==> src/rtl/uart_pkg.sv <==
// Shared UART definitions: state encoding, bit-period math, frame constants.
// Build option UART_TX_PARITY_EN adds an even-parity bit (and the PAR state).
package uart_pkg;

`ifdef UART_TX_PARITY_EN
  typedef enum logic [2:0] {S_IDLE, S_START, S_DATA, S_PAR, S_STOP} state_t;
  localparam int FRAME_BITS = 11;
`else
  typedef enum logic [2:0] {S_IDLE, S_START, S_DATA, S_STOP} state_t;
  localparam int FRAME_BITS = 10;
`endif

  localparam int DATA_BITS = 8;

  // Clocks per bit period; fractional remainder is dropped.
  function automatic int calc_lim(input int freq, input int baud);
    return freq / baud;
  endfunction

  function automatic int frame_clks(input int lim);
    return FRAME_BITS * lim;
  endfunction

endpackage

==> src/rtl/uart_baud_gen.sv <==
// Bit-period counter: counts 0..LIM-1, pulses tick on LIM-1, clr restarts it.
module uart_baud_gen #(
  parameter int LIM = 1250
) (
  input  logic clk,
  input  logic nrst,
  input  logic clr,
  output logic tick
);

  localparam int CW = $clog2(LIM);

  if (LIM < 2) begin : g_lim_chk
    $error("uart_baud_gen: LIM must be at least 2");
  end

  logic [CW-1:0] cnt;

  assign tick = (cnt == CW'(LIM - 1));

  always_ff @(posedge clk or negedge nrst) begin
    if (!nrst)            cnt <= '0;
    else if (clr || tick) cnt <= '0;
    else                  cnt <= cnt + CW'(1);
  end

endmodule

==> src/rtl/uart_word_tx.sv <==
// Sends the top BYTE_SIZE bytes of a 32-bit word as 8N1 frames, MSB first.
// Build option UART_TX_PARITY_EN inserts an even-parity bit before stop.
module uart_word_tx
  import uart_pkg::*;
#(
  parameter int FREQ      = 12000000,
  parameter int BAUD      = 9600,
  parameter int BYTE_SIZE = 4
) (
  input  logic        clk,
  input  logic        nrst,
  input  logic [31:0] data_in,
  input  logic        data_valid,
  output logic        data_ready,
  output logic        tx,
  output logic        busy
);

  localparam int LIM = calc_lim(FREQ, BAUD);

  if (BYTE_SIZE < 1 || BYTE_SIZE > 4) begin : g_bsz_chk
    $error("uart_word_tx: BYTE_SIZE must be 1..4");
  end

  state_t      state, nxt;
  logic [31:0] sh, sh_n;
  logic [2:0]  bit_cnt, bit_n;
  logic [1:0]  byte_cnt, byte_n;
  logic        tick, baud_clr, tx_n;
`ifdef UART_TX_PARITY_EN
  logic        par, par_n;
`endif

  // Counter restarts on every state change and is held at zero while idle.
  assign baud_clr = (state == S_IDLE) || (nxt != state);

  uart_baud_gen #(.LIM(LIM)) u_baud (
    .clk  (clk),
    .nrst (nrst),
    .clr  (baud_clr),
    .tick (tick)
  );

  always_comb begin
    nxt    = state;
    sh_n   = sh;
    bit_n  = bit_cnt;
    byte_n = byte_cnt;
    case (state)
      S_IDLE:
        if (data_valid && data_ready) begin
          sh_n   = data_in;
          byte_n = '0;
          nxt    = S_START;
        end
      S_START:
        if (tick) begin
          bit_n = '0;
          nxt   = S_DATA;
        end
      S_DATA:
        if (tick) begin
          sh_n  = {sh[30:0], 1'b0};
          bit_n = bit_cnt + 3'd1;
          if (bit_cnt == 3'(DATA_BITS - 1)) begin
`ifdef UART_TX_PARITY_EN
            nxt = S_PAR;
`else
            nxt = S_STOP;
`endif
          end
        end
`ifdef UART_TX_PARITY_EN
      S_PAR:
        if (tick) nxt = S_STOP;
`endif
      S_STOP:
        if (tick) begin
          if (byte_cnt == 2'(BYTE_SIZE - 1)) begin
            nxt = S_IDLE;
          end else begin
            byte_n = byte_cnt + 2'd1;
            nxt    = S_START;
          end
        end
      default: nxt = S_IDLE;
    endcase
  end

  // Outputs are decoded from the next state so they register in step with it.
  always_comb begin
`ifdef UART_TX_PARITY_EN
    par_n = (nxt == S_START) ? ^sh_n[31:24] : par;
`endif
    tx_n = 1'b1;
    case (nxt)
      S_START: tx_n = 1'b0;
      S_DATA:  tx_n = sh_n[31];
`ifdef UART_TX_PARITY_EN
      S_PAR:   tx_n = par_n;
`endif
      default: tx_n = 1'b1;
    endcase
  end

  always_ff @(posedge clk or negedge nrst) begin
    if (!nrst) begin
      state      <= S_IDLE;
      sh         <= '0;
      bit_cnt    <= '0;
      byte_cnt   <= '0;
      tx         <= 1'b1;
      data_ready <= 1'b1;
      busy       <= 1'b0;
    end else begin
      state      <= nxt;
      sh         <= sh_n;
      bit_cnt    <= bit_n;
      byte_cnt   <= byte_n;
      tx         <= tx_n;
      data_ready <= (nxt == S_IDLE);
      busy       <= (nxt != S_IDLE);
    end
  end

`ifdef UART_TX_PARITY_EN
  always_ff @(posedge clk or negedge nrst) begin
    if (!nrst) par <= 1'b0;
    else       par <= par_n;
  end
`endif

endmodule
==> config.mk <==
export PLATFORM = sky130hd
export DESIGN_NAME = uart_word_tx
export DESIGN_NICKNAME = d
export VERILOG_FILES = /design/src/rtl/uart_pkg.sv /design/src/rtl/uart_baud_gen.sv /design/src/rtl/uart_word_tx.sv
export SDC_FILE = /design/constraint.sdc
export NUM_CORES = 1
export LEC_CHECK = 0
export CORE_ASPECT_RATIO = 2
export CORE_MARGIN = 2
export CORE_UTILIZATION = 45
export CTS_BUF_LIST = sky130_fd_sc_hd__clkbuf_2 sky130_fd_sc_hd__clkbuf_4 sky130_fd_sc_hd__clkbuf_8
export CTS_CLUSTER_DIAMETER = 30
export CTS_CLUSTER_SIZE = 14
export DETAILED_ROUTE_END_ITERATION = 10
export PLACE_DENSITY = 0.65
export SYNTH_ARGS = -nofsm -noshare
export SYNTH_HDL_FRONTEND = slang
export SYNTH_SLANG_ARGS = --single-unit
==> constraint.sdc <==
create_clock -name clk -period 4.4 [get_ports clk]
set_clock_uncertainty 0.1 [all_clocks]
set_input_delay 0.88 -clock clk [delete_from_list [all_inputs] [get_ports clk]]
set_output_delay 0.88 -clock clk [all_outputs]
set_load 0.03 [all_outputs]
==> results.toml <==
[outcome]
status = "finished, final reports clean"

[clocking]
tritoncts = "built"
clkSinkCount = 54
htree_levels = 2
cts_buffers = 5
cts-root-buf = "clkbuf_8"
hold_buffers = 0
clkTransAtPathRegs_ns = 0.10
clock_latency_ns = 0.31
post_cts_buffers = 0
cts_resized = 0
clockBufferDepth = 2

[logic_synthesis]
synth.ff_latch_count = 54
synth.most_common_cell = "nand2_1"
synth_edf_count = 0
async_flop_share_pct = 100.0
ys.flop_type = "dfrtp_1"
synth.distinct_cells = 41
ys_top_cells_by_count = "nand2_1 (68), dfrtp_1 (52), a22oi_1 (31)"
yosysWarningCount = 0
postSynthCellCount = 252
netlist.area_leader.share_pct = 52.47
yosysSeqAreaShare_pct = 54.59
synth_area_per_cell_um2 = 9.841
synthTopCellsByArea = "dfrtp_1 (52%), nand2_1 (10%), a22oi_1 (9.4%)"
synth_fp_nets = 292
yosysTopAreaCell = "dfrtp_1"
syn_area_um2 = 2480

[global_route]
grt_pass1_vias = 1890
antenna_found_initial = 0
grt_max_degree = 34
grt_usage_pct = 17.41
overflow = 0
grt_pass1_wl_mm = 8.431

[setup_path]
reg2reg_depth = 6
crit_type = "in2reg"
crit_slowest_cell = "and4_1"
cp_cell_sequence = "clkdlybuf4s50_1 -> and4_1 -> buf_4 -> nor3b_1 -> a2111oi_0 -> mux2i_1"
required_ns = 4.53
crit_arrival_ns = 2.81
max_stage_delay_ns = 0.55
cp-end-kind = "register"
r2r_slack_ns = 1.98
cp_max_fo = 22
start_kind = "input port"

[pwr]
swShare_pct = 25.19
ir_drop_mv = 0.3016
p_switching_mw = 0.3074
p_total_mw = 1.221
p_int_mw = 0.9131
p_per_area_nw_per_um2 = 400.8
clockPowerShare_pct = 33.2
power_frac_seq_pct = 52.5
leakage_nw = 1.388
p_comb_share_pct = 14.3

[final_layout]
area_growth_pct = 22.81
drive_above_1_share_pct = 7.666
post-route-util_pct = 56.68
instances_no_fill = 347
antenna_cells = 0
finalNetCount = 326

[detailed_routing]
avgRoutedWirePerCell_um = 13.93
met3_length_um = 169
vias_per_cell = 5.354
drt_wl_total_mm = 4.833
drt-met1-wl_mm = 2.011
drc = 0
vias = 1858
top_layer = "met4"
wl_met2_mm = 2.554
dr.pass1.iters = 4
drt_iter0_markers = 72
ant_nets = 0

[sta]
post-route-min-period_ns = 2.676
worstMarginPinSlew_ns = 0.5408
hold_slack_ns = 0.3798
fmax_mhz = 373.6
period_share_pct = 60.83
maxSlewViolCount = 0
setup-tns-final_ns = 0
rsz0062_at_grt = "false"
finalHoldViolCount = 0
setup_viol = 0
relSlewSlack_pct = 63.94

[worst_hold_path]
worstHoldPathType = "reg2reg"
hold-path-cell-count = 2

[job]
maxCapViolCount = 0

[die]
rows = 38
core_um2 = 5373
die_h_um = 109.0
ioPinCount = 38
start_util_pct = 46.16
die_area_um2 = 6157
die_x_um = 56.49

[placement]
place_inst = 339
portBuffers = 37
gp_congestion = 0.7405
hpwl_mm = 3.388
## final cells by class
| cell class | instances | area, µm² |
|---|---|---|
| inverter | 5 | 18.77 |
| sequential | 54 | 1354 |
| fill | 493 | 2327 |
| clock inverter | 2 | 60.06 |
| tap | 60 | 75.07 |
| timing repair buffer | 41 | 395.4 |
| multi-input combinational | 179 | 1060 |
| clock buffer | 6 | 82.58 |
## metrics by stage
| stage | worst slack [ns] | area [µm²] |
|---|---|---|
| 5_1_grt | 1.502 | 3045 |
| 2_1_floorplan | 2.275 | 2480 |
| 4_1_cts | 1.713 | 3045 |
| 3_5_place_dp | 1.369 | 2903 |
| 3_3_place_gp | 1.431 | 2903 |
| 6_report | 1.724 | 3045 |
## power groups by stage
stage	Combinational [mW]	Clock [mW]	Sequential (mW)
after floorplan	0.103	0	0.642
after global placement	0.174	0	0.647
after detailed placement	0.179	0	0.650
after CTS	0.179	0.416	0.641
after global routing	0.203	0.432	0.652
final	0.175	0.405	0.641
## cells in the final DEF, fill, tap and decap left out, types with 3 or more instances in the layout
| cell type | instances |
|---|---|
| a22oi_1 | 31 |
| nand2_1 | 68 |
| o2bb2ai_1 | 3 |
| xor2_1 | 3 |
| nand3_1 | 5 |
| clkbuf_8 | 6 |
| inv_1 | 5 |
| nor2b_1 | 3 |
| xnor2_1 | 7 |
| nor2_1 | 21 |
| dfrtp_1 | 52 |
| buf_4 | 4 |
| clkdlybuf4s50_1 | 36 |
| ha_1 | 5 |
## metal layers
layer | vias up | global-route usage (%)
met5 | - | 0
met4 | 0 | 7.653
met3 | 6 | 3.559
met2 | 32 | 29.49
met1 | 893 | 21.15
li1 | 927 | -
## worst paths after layout
check,start,endpoint
worst max register to register,state[0],tx
max in group asynchronous,nrst,sh[25]
worst min-delay path,sh[30],sh[30]
worst min register to register,sh[30],sh[30]
worst max-delay path,data_valid,tx
min in group asynchronous,nrst,u_baud.cnt[7]
## state kept, by name, summed over array words and instances (netlist names)
name / flops
busy: 1
tx: 1
u_baud.cnt: 11
byte_cnt: 2
bit_cnt: 3
data_ready: 1
sh: 32
state: 3
## critical path: cells and delay by family
family          cells  cell delay, ns
mux                 1            0.13
simple gates        2            0.64
buf+inv             2            0.83
compound gates      1            0.31
## cells by family after synthesis
kind of cell,synth area share (%)
compound gates,13.93
xor+xnor,3.532
fa+ha+maj,2.523
buf+inv,3.128
flops,54.59
mux,1.261
other cells,0.1512
simple gates,20.89
No activity file was read; power rests on OpenSTA's default activity.
